==> src/rtl/decoder_pkg.sv <==
// -----------------------------------------------------------------------------
// decoder_pkg
// Shared parameters and types for the binarized decoder hidden-state layer.
//   IN_W      : hidden vector / weight row width
//   OUT_W     : number of output neurons (power of two)
//   NUM_STEPS : time steps per sequence
//   BANK_W    : weight bank select width
// -----------------------------------------------------------------------------
package decoder_pkg;
    localparam int IN_W      = 256;
    localparam int OUT_W     = 16;
    localparam int NUM_STEPS = 30;
    localparam int BANK_W    = 2;

    localparam int NIDX_W = $clog2(OUT_W);       // neuron index width
    localparam int ADDR_W = BANK_W + NIDX_W;     // ROM address {bank, neuron}
    localparam int CNT_W  = $clog2(IN_W) + 1;    // popcount width (0..IN_W)
    localparam int STEP_W = 5;                   // time-step counter width

    typedef enum logic {
        IDLE = 1'b0,
        RUN  = 1'b1
    } state_t;
endpackage

==> src/rtl/popcount_256.sv <==
// -----------------------------------------------------------------------------
// popcount_256
// Combinational binary adder tree counting the ones in in_vec.
//   in_vec : IN_W-bit input vector
//   count  : number of set bits, CNT_W bits wide (0..IN_W)
// Level l holds IN_W>>l partial sums, each l+1 bits wide.
// -----------------------------------------------------------------------------
module popcount_256
    import decoder_pkg::*;
#(
    parameter int P_IN_W = IN_W
) (
    input  logic [P_IN_W-1:0]          in_vec,
    output logic [$clog2(P_IN_W):0]    count
);
    localparam int LVLS = $clog2(P_IN_W);

    genvar l, i;
    generate
        for (l = 0; l <= LVLS; l++) begin : g_lvl
            logic [l:0] s [0:(P_IN_W>>l)-1];
            if (l == 0) begin : g_leaf
                for (i = 0; i < P_IN_W; i++) begin : g_bit
                    assign s[i] = in_vec[i];
                end
            end else begin : g_sum
                for (i = 0; i < (P_IN_W>>l); i++) begin : g_add
                    assign s[i] = {1'b0, g_lvl[l-1].s[2*i]} + {1'b0, g_lvl[l-1].s[2*i+1]};
                end
            end
        end
    endgenerate

    assign count = g_lvl[LVLS].s[0];
endmodule

==> src/rtl/decoder_hidden_state_1.sv <==
// -----------------------------------------------------------------------------
// decoder_hidden_state_1
// Binarized XNOR-popcount decoder layer. Accepts one IN_W-bit hidden vector per
// time step, reads OUT_W weight rows serially from an external synchronous ROM
// and emits an OUT_W-bit binary result. Counts steps; done is sticky.
//   clk, rst_n      : clock, async active-low reset
//   clear           : sync abort, zeroes step counter and done
//   block_sel       : weight bank, sampled at accept
//   in_data/in_valid/in_ready : hidden vector handshake
//   w_addr/w_en     : ROM read port {bank, neuron}, registered
//   w_data          : ROM row, valid one cycle after w_addr/w_en
//   data_out/data_out_valid : result vector and one-cycle strobe
//   done            : NUM_STEPS vectors completed
// -----------------------------------------------------------------------------
module decoder_hidden_state_1
    import decoder_pkg::*;
(
    input  logic                 clk,
    input  logic                 rst_n,
    input  logic                 clear,
    input  logic [BANK_W-1:0]    block_sel,
    input  logic [IN_W-1:0]      in_data,
    input  logic                 in_valid,
    output logic                 in_ready,
    output logic [ADDR_W-1:0]    w_addr,
    output logic                 w_en,
    input  logic [IN_W-1:0]      w_data,
    output logic [OUT_W-1:0]     data_out,
    output logic                 data_out_valid,
    output logic                 done
);
    localparam logic [NIDX_W:0]  K_LAST    = (NIDX_W+1)'(OUT_W);
    localparam logic [NIDX_W:0]  K_LASTRD  = (NIDX_W+1)'(OUT_W - 1);
    localparam logic [CNT_W-1:0] HALF      = CNT_W'(IN_W / 2);
    localparam logic [STEP_W-1:0] STEP_END = STEP_W'(NUM_STEPS);

    state_t              r_state;
    logic [IN_W-1:0]     r_vec;
    logic [BANK_W-1:0]   r_bank;
    logic [NIDX_W:0]     r_k;
    logic [OUT_W-2:0]    r_res;      // final bit goes straight to data_out
    logic [STEP_W-1:0]   r_step;
    logic [ADDR_W-1:0]   r_waddr;
    logic                r_wen;
    logic [OUT_W-1:0]    r_dout;
    logic                r_dvalid;
    logic                r_done;

    logic [CNT_W-1:0]    w_pop;
    logic                w_bit;
    logic [NIDX_W-1:0]   w_knext;
    logic [NIDX_W-1:0]   w_kprev;
    logic [STEP_W-1:0]   w_step_inc;

    // One shared popcount; w_data during cycle k belongs to neuron k-1.
    popcount_256 #(.P_IN_W(IN_W)) u_pop (
        .in_vec (~(r_vec ^ w_data)),
        .count  (w_pop)
    );

    assign w_bit      = (w_pop > HALF);      // tie maps to 0
    assign w_knext    = r_k[NIDX_W-1:0] + NIDX_W'(1);
    assign w_kprev    = r_k[NIDX_W-1:0] - NIDX_W'(1);
    assign w_step_inc = r_step + STEP_W'(1);

    always_ff @(posedge clk or negedge rst_n) begin
        if (!rst_n) begin
            r_state  <= IDLE;
            r_vec    <= '0;
            r_bank   <= '0;
            r_k      <= '0;
            r_res    <= '0;
            r_step   <= '0;
            r_waddr  <= '0;
            r_wen    <= 1'b0;
            r_dout   <= '0;
            r_dvalid <= 1'b0;
            r_done   <= 1'b0;
        end else if (clear) begin
            // Abort: data_out keeps its last value, no strobe for the run.
            r_state  <= IDLE;
            r_step   <= '0;
            r_done   <= 1'b0;
            r_dvalid <= 1'b0;
            r_wen    <= 1'b0;
        end else begin
            r_dvalid <= 1'b0;
            case (r_state)
                IDLE: begin
                    if (in_valid && !r_done) begin
                        r_vec   <= in_data;
                        r_bank  <= block_sel;
                        r_k     <= '0;
                        r_wen   <= 1'b1;
                        r_waddr <= {block_sel, NIDX_W'(0)};
                        r_state <= RUN;
                    end
                end
                RUN: begin
                    r_k <= r_k + 1'b1;
                    // Address for cycle k+1 is set up at the end of cycle k.
                    if (r_k < K_LASTRD) begin
                        r_wen   <= 1'b1;
                        r_waddr <= {r_bank, w_knext};
                    end else begin
                        r_wen   <= 1'b0;
                    end
                    if (r_k != '0 && r_k < K_LAST)
                        r_res[w_kprev] <= w_bit;
                    if (r_k == K_LAST) begin
                        r_dout   <= {w_bit, r_res};
                        r_dvalid <= 1'b1;
                        r_step   <= w_step_inc;
                        if (w_step_inc == STEP_END)
                            r_done <= 1'b1;
                        r_state  <= IDLE;
                    end
                end
                default: r_state <= IDLE;
            endcase
        end
    end

    assign in_ready       = (r_state == IDLE) && !r_done;
    assign w_addr         = r_waddr;
    assign w_en           = r_wen;
    assign data_out       = r_dout;
    assign data_out_valid = r_dvalid;
    assign done           = r_done;
endmodule
==> config.mk <==
export PLATFORM = sky130hd
export DESIGN_NAME = decoder_hidden_state_1
export DESIGN_NICKNAME = d
export VERILOG_FILES = /design/src/rtl/decoder_pkg.sv /design/src/rtl/popcount_256.sv /design/src/rtl/decoder_hidden_state_1.sv
export SDC_FILE = /design/constraint.sdc
export NUM_CORES = 1
export LEC_CHECK = 0
export ABC_CLOCK_PERIOD_IN_PS = 11650
export CAP_MARGIN = 15
export CORE_ASPECT_RATIO = 0.8
export CORE_MARGIN = 1.5
export CORE_UTILIZATION = 40
export CTS_CLUSTER_SIZE = 10
export DETAILED_ROUTE_END_ITERATION = 16
export HOLD_SLACK_MARGIN = 0.02
export PLACE_DENSITY = 0.68
export SLEW_MARGIN = 10
export SYNTH_ARGS = -nofsm -noshare
export SYNTH_HDL_FRONTEND = slang
export SYNTH_HIERARCHICAL = 1
export SYNTH_SLANG_ARGS = --single-unit
==> constraint.sdc <==
create_clock -name clk -period 11.65 [get_ports clk]
set_clock_uncertainty 0.1 [all_clocks]
set_input_delay 1.7475 -clock clk [delete_from_list [all_inputs] [get_ports clk]]
set_output_delay 1.7475 -clock clk [all_outputs]
set_load 0.01 [all_outputs]
==> results.cfg, run 1 <==
[yosys]
yosysSeqAreaShare = 0.360
synth.net_count = 2565
yosysUniqueCellTypes = 54
synth_warnings = 6
synth.avg_cell_area_um2 = 12.2
syn_area_um2 = 21500
ys.flop_type = dfrtp_1
synthCells = 1759
synth.ff_latch_count = 309
synth_edf_count = 0
async_reset_ff_frac = 1.00

[critical_path]
r2r_start = r_vec[131]$_DFFE_PN0P_
crit_path_max_fanout = 16
reg2reg_depth = 33
r2r-end = r_res[8]$_DFFE_PN0P_
endpoint_kind = flip-flop
path_buf_inv = 11
cp_top_family = adder cells
rrSetupSlack_ns = 2.88
cpMaxStageDelayCell = fa_1
critPathArrivalTime_ns = 10.40
required_ns = 12.02
max_stage_delay_ns = 0.55
path_class = in2reg
startpoint_type = input port
crit_top_cell = fa_1

[sta]
post-route-min-period_ns = 10.03
fmax_ghz = 0.0997
rsz0062_at_grt = false
fin_crit_sh = 0.861
fin_tns_setup_ns = 0
slew_headroom = 0.319
slew_viol_final = 0
whs_ns = 0.406
hold_violations = 0
worst_pin_slew_ns = 1.02
setup_violations = 0

[global_route]
antenna_found_initial = 16
grt_pass1_vias = 15700
grt_pass1_wl_mm = 87.1
gr-total-overflow = 0
grt_max_degree = 137
track_usage = 0.210

[clock_tree]
clock_path_buffers = 3
post_cts_resized = 0
hold_buffers = 0
post_cts.repair.setup_buffers = 0
cts_tree = yes
cts_root_buf = clkbuf_16
numCtsBuffers = 38
worstSkewPairLatency_ns = 0.55
clk_pin_slew_ns = 0.05
cts_max_level = 2
cts_num_sinks = 309

[die]
core_area_um2 = 52700
die_area_um2 = 55100
ios = 544
chipHeight_um = 210
rows = 75
start_util = 0.407
die_w_um = 262

[drt]
wirelength_mm = 56.2
firstDrtPassIters = 4
vias = 13800
viasPerCell = 4.55
postRouteAntennaNets = 0
drt_iter0_drc = 533
drc = 0
wl_per_cell_um = 18.6

[placed_design]
portBuffers = 543
place_congestion = 0.845
hpwl_mm = 46.3

[flow_run]
cap_violations = 0

[final_layout]
layout_common_cells = 542 x clkdlybuf4s50_1, 425 x inv_1, 309 x dfrtp_1
layout.nets = 3113
drive_above_1_share = 0.154
synthToLayoutAreaGrowth_pct = 33.8
final_common_cell = clkdlybuf4s50_1

[min_path]
hold_path_class = reg2reg
hold_path_depth = 1
min_from = data_out[4]$_DFFE_PN0P_
holdPathEnd = data_out[4]$_DFFE_PN0P_

[status]
status = complete, no violations
## stage by stage
step	instance area [um2]	setup slack [ns]	std cells	utilization
6_report	28700	1.62	3022	0.545
5_1_grt	28700	1.19	3021	0.545
4_1_cts	28700	1.57	3011	0.544
3_5_place_dp	27600	1.04	2960	0.524
3_3_place_gp	27600	1.08	2960	0.524
2_1_floorplan	21500	1.84	1759	-
## state kept, by name (all words and copies together) (netlist names)
name,count
data_out_valid,1
r_bank,2
r_state,1
r_k,5
r_step,5
done,1
data_out,16
r_res,15
r_vec,256
w_addr,6
w_en,1
## cells by family after synthesis
| kind of cell | Yosys count | share of synthesized area |
|---|---|---|
| buf+inv | 467 | 0.0843 |
| flops | 309 | 0.360 |
| mux | 293 | 0.155 |
| fa+ha+maj | 288 | 0.252 |
| xor+xnor | 266 | 0.109 |
| simple gates | 95 | 0.0262 |
| compound gates | 41 | 0.0132 |
## cell usage after synthesis, types with 2 or more instances
cell type  count  area (um2)
a211oi_1       3        22.5
a21o_1         4        30.0
a21oi_1        8        40.0
a22o_1         3        26.3
a311oi_1       3        26.3
a31oi_1        2        12.5
and3_1         5        31.3
buf_2         35         175
clkbuf_1       5        18.8
dfrtp_1      309        7730
fa_1         242        4840
ha_1          46         576
inv_1        425        1600
mux2_2       282        3180
mux2_4         9         135
mux2i_1        2        20.0
nand2_1       12        45.0
nand2b_1       9        56.3
nand3_1       10        50.1
nand3b_1       2        15.0
nand4bb_1      3        33.8
nor2_1        24        90.1
nor3_1         8        40.0
nor4_1         5        31.3
nor4b_1        2        17.5
nor4bb_1       2        20.0
o21a_1         2        15.0
o21ai_0        5        25.0
o21ai_1        2        10.0
o31a_1         2        17.5
xnor2_1      265        2320
## routing by layer
metal | up-vias | global-route usage | part of all wire
li1 | 6441 | - | -
met5 | - | 0 | 0.0015
met1 | 6846 | 0.264 | 0.42
met3 | 87 | 0.0532 | 0.069
met4 | 12 | 0.0642 | 0.025
met2 | 379 | 0.354 | 0.49
## layout make-up
class / count / area, um2
clock buffer: 48 / 1050
antenna: 11 / 27.5
multi-input combinational: 983 / 11900
inverter: 425 / 1600
timing repair buffer: 550 / 5510
tap: 693 / 867
sequential: 309 / 7730
clock inverter: 3 / 21.3
fill: 4549 / 24000
## worst max path at each step
stage                     start                    end  slack, ns  cells after the start
floorplan           w_data[149]  r_res[10]$_DFFE_PN0P_       1.84                     33
global placement    w_data[149]   r_res[3]$_DFFE_PN0P_       1.08                     33
detailed placement  w_data[239]   r_res[3]$_DFFE_PN0P_       1.04                     31
CTS                 w_data[149]   r_res[8]$_DFFE_PN0P_       1.57                     34
global route        w_data[149]  r_res[10]$_DFFE_PN0P_       1.19                     34
finish              w_data[149]   r_res[8]$_DFFE_PN0P_       1.62                     34
Power of run 1 is left out: the tool's default activity adds up to more than one toggle a clock period on the data nets, which glitch-free logic cannot reach.
==> run 2, diff against run 1 <==
==> constraint.sdc (replaced) <==
create_clock -name clk -period 11.65 [get_ports clk]
set_clock_uncertainty 0.1 [all_clocks]
set_input_delay 2.33 -clock clk [delete_from_list [all_inputs] [get_ports clk]]
set_output_delay 2.33 -clock clk [all_outputs]
set_load 0.01 [all_outputs]
==> results.cfg, run 2 (synthesized netlist as in run 1, its figures left out) <==
[status]
status = complete, no violations

[min_path]
min_from = data_out[2]$_DFFE_PN0P_
hold_path_depth = 1
hold_path_class = reg2reg
holdPathEnd = data_out[2]$_DFFE_PN0P_

[die]
die_w_um = 262
core_area_um2 = 52700
ios = 544
rows = 75
chipHeight_um = 210
die_area_um2 = 55100
start_util = 0.407

[clock_tree]
cts_num_sinks = 309
post_cts_resized = 0
clock_path_buffers = 3
post_cts.repair.setup_buffers = 0
worstSkewPairLatency_ns = 0.54
numCtsBuffers = 38
clk_pin_slew_ns = 0.06
hold_buffers = 0
cts_tree = yes
cts_max_level = 2
cts_root_buf = clkbuf_16

[drt]
viasPerCell = 4.55
postRouteAntennaNets = 0
drc = 0
wl_per_cell_um = 18.7
vias = 13700
firstDrtPassIters = 4
wirelength_mm = 56.6
drt_iter0_drc = 544

[sta]
hold_violations = 0
whs_ns = 0.403
slew_viol_final = 0
rsz0062_at_grt = false
slew_headroom = 0.316
fin_crit_sh = 0.918
post-route-min-period_ns = 10.69
fin_tns_setup_ns = 0
setup_ws_ns = 0.956
fmax_ghz = 0.0935
setup_violations = 0
worst_pin_slew_ns = 1.03

[final_layout]
layout_common_cells = 542 x clkdlybuf4s50_1, 425 x inv_1, 309 x dfrtp_1
top_register = r_vec
synthToLayoutAreaGrowth_pct = 34.0
layout.nets = 3114
final_common_cell = clkdlybuf4s50_1
drive_above_1_share = 0.153
largest_reg_flops = 256

[placed_design]
place_congestion = 0.851
hpwl_mm = 46.9
dp_slack_ns = 0.318
portBuffers = 543

[critical_path]
reg2reg_depth = 32
path_class = in2reg
r2r-end = r_res[3]$_DFFE_PN0P_
startpoint_type = input port
rrSetupSlack_ns = 2.81
cpMaxStageDelayCell = fa_1
max_stage_delay_ns = 0.55
endpoint_kind = flip-flop
required_ns = 11.97
r2r_start = r_vec[131]$_DFFE_PN0P_
critPathArrivalTime_ns = 11.01
crit_top_cell = fa_1
crit_path_max_fanout = 16

[global_route]
grt_max_degree = 104
antenna_found_initial = 14
gr-total-overflow = 0
track_usage = 0.212
grt_pass1_vias = 15900
grt_pass1_wl_mm = 88.3

[flow_run]
cap_violations = 0
-- run 2: changes by cell type in the layout (fill, tap and decap cells not counted), sizes merged --
cell / delta
clkbuf: +2
buf: +1
clkinv: -1
clkinvlp: -1
diode: -1
bufinv: +2
-- run 2: final cells by class --
type | instances | area [um2]
Antenna cell | 10 | 25.0
Timing Repair Buffer | 551 | 5500
Clock inverter | 3 | 68.8
Sequential cell | 309 | 7730
Inverter | 425 | 1600
Clock buffer | 50 | 1040
Tap cell | 693 | 867
Multi-Input combinational cell | 983 | 11900
Fill cell | 4501 | 24000
-- run 2: worst max path at each step --
stage,startpoint,to,slack [ns]
2_1_floorplan,w_data[149],r_res[10]$_DFFE_PN0P_,1.26
3_3_place_gp,w_data[149],r_res[3]$_DFFE_PN0P_,0.51
3_5_place_dp,w_data[239],r_res[3]$_DFFE_PN0P_,0.32
4_1_cts,w_data[149],r_res[3]$_DFFE_PN0P_,0.87
5_1_grt,w_data[155],r_res[8]$_DFFE_PN0P_,0.57
6_report,w_data[149],r_res[3]$_DFFE_PN0P_,0.96
-- run 2: metal layers --
metal	vias to the layer above	global-route usage	part of all wire
met5	-	0	0.0016
met4	12	0.0613	0.024
met3	88	0.0577	0.073
met2	380	0.361	0.49
met1	6814	0.264	0.41
li1	6455	-	-
-- run 2: stage by stage --
step | instance area, um2 | cells | utilization
after detailed placement | 27600 | 2961 | 0.524
final | 28800 | 3024 | 0.545
after floorplan | 21500 | 1759 | -
after CTS | 28700 | 3014 | 0.545
after global routing | 28800 | 3021 | 0.545
after global placement | 27600 | 2961 | 0.524
-- run 2: critical path, delay by kind of cell --
kind	cells	cell delay (ns)
AOI/OAI and AO/OA	5	0.72
adders and majority gates	13	5.93
muxes	1	0.28
buffers and inverters	11	1.25
xor gates and xnor gates	1	0.11
and+or+nand+nor	2	0.38
Power of run 2 is left out for the same reason.
==> run 3, diff against run 2 <==
PLACE_DENSITY = 0.77   (was 0.68)
==> results.cfg, run 3 (synthesized netlist as in run 1, its figures left out) <==
[clock_tree]
clk_pin_slew_ns = 0.06
worstSkewPairLatency_ns = 0.54
clock_path_buffers = 3
hold_buffers = 0
post_cts.repair.setup_buffers = 0
cts_max_level = 2
numCtsBuffers = 38
post_cts_resized = 0
cts_num_sinks = 309
cts_tree = yes
cts_root_buf = clkbuf_16

[global_route]
antenna_found_initial = 7
grt_pass1_vias = 16000
gr-total-overflow = 0
track_usage = 0.210
grt_max_degree = 102
grt_pass1_wl_mm = 87.8

[sta]
setup_violations = 0
slew_viol_final = 0
hold_violations = 0
fin_tns_setup_ns = 0
slew_headroom = 0.311
fmax_ghz = 0.0934
worst_pin_slew_ns = 1.03
setup_ws_ns = 0.944
fin_crit_sh = 0.919
post-route-min-period_ns = 10.71
rsz0062_at_grt = false

[critical_path]
critPathArrivalTime_ns = 11.06
path_class = in2reg
endpoint_kind = flip-flop
startpoint_type = input port
max_stage_delay_ns = 0.54
required_ns = 12.01
crit_path_max_fanout = 16
reg2reg_depth = 33
crit_top_cell = fa_1
cpMaxStageDelayCell = fa_1

[drt]
drc = 0
postRouteAntennaNets = 0
drt_iter0_drc = 676
wl_per_cell_um = 18.7
vias = 13900
firstDrtPassIters = 5
wirelength_mm = 56.4
viasPerCell = 4.61

[final_layout]
final_common_cell = clkdlybuf4s50_1
layout_common_cells = 542 x clkdlybuf4s50_1, 425 x inv_1, 309 x dfrtp_1
synthToLayoutAreaGrowth_pct = 34.0
drive_above_1_share = 0.155
top_register = r_vec
fin_cells = 3018
post-route-util = 0.546
largest_reg_flops = 256
layout.nets = 3114

[die]
core_area_um2 = 52700
start_util = 0.407
die_w_um = 262
chipHeight_um = 210
ios = 544
die_area_um2 = 55100
rows = 75

[status]
status = complete, no violations

[min_path]
hold_path_depth = 1
hold_path_class = reg2reg

[placed_design]
place_congestion = 0.872
dp_slack_ns = 0.345
hpwl_mm = 46.4
placedCellCount = 2961
portBuffers = 543

[flow_run]
cap_violations = 0
[run 3: through the flow]
stage | area, um2 | hold slack (ns)
after floorplan | 21500 | 0.374
after global placement | 27600 | 0.383
final | 28800 | 0.401
after detailed placement | 27600 | 0.393
after CTS | 28800 | 0.404
after global routing | 28800 | 0.425
[run 3: layout make-up]
class | count | area, um2
Timing Repair Buffer | 551 | 5500
Fill cell | 4331 | 24000
Sequential cell | 309 | 7730
Inverter | 425 | 1600
Antenna cell | 6 | 15.0
Clock buffer | 48 | 1090
Tap cell | 693 | 867
Clock inverter | 3 | 40.0
Multi-Input combinational cell | 983 | 11900
[run 3: worst paths after layout]
kind                                         from                     end  slack, ns
setup / recovery                      w_data[149]   r_res[11]$_DFFE_PN0P_       0.94
hold / removal              w_addr[3]$_DFFE_PN0P_   w_addr[3]$_DFFE_PN0P_       0.40
setup reg to reg           r_vec[149]$_DFFE_PN0P_   r_res[11]$_DFFE_PN0P_       2.82
hold reg to reg             w_addr[3]$_DFFE_PN0P_   w_addr[3]$_DFFE_PN0P_       0.40
max in group asynchronous                   rst_n  r_vec[211]$_DFFE_PN0P_       7.28
min in group asynchronous                   rst_n  r_vec[164]$_DFFE_PN0P_       1.75
[run 3: worst max-delay path: cells and delay by family]
family | cells | cell delay, ns
buffers and inverters | 11 | 1.30
xor gates and xnor gates | 1 | 0.12
and+or+nand+nor | 3 | 0.30
AOI/OAI and AO/OA | 6 | 0.92
adders and majority gates | 13 | 6.09
[run 3: routing by layer]
| layer | GRT usage | vias up | wire, um |
|---|---|---|---|
| li1 | - | 6449 | - |
| met1 | 0.256 | 6937 | 22500 |
| met4 | 0.0698 | 2 | 1880 |
| met5 | 0 | - | 20 |
| met3 | 0.0492 | 100 | 3880 |
| met2 | 0.365 | 425 | 28100 |
Power of run 3 is left out for the same reason.
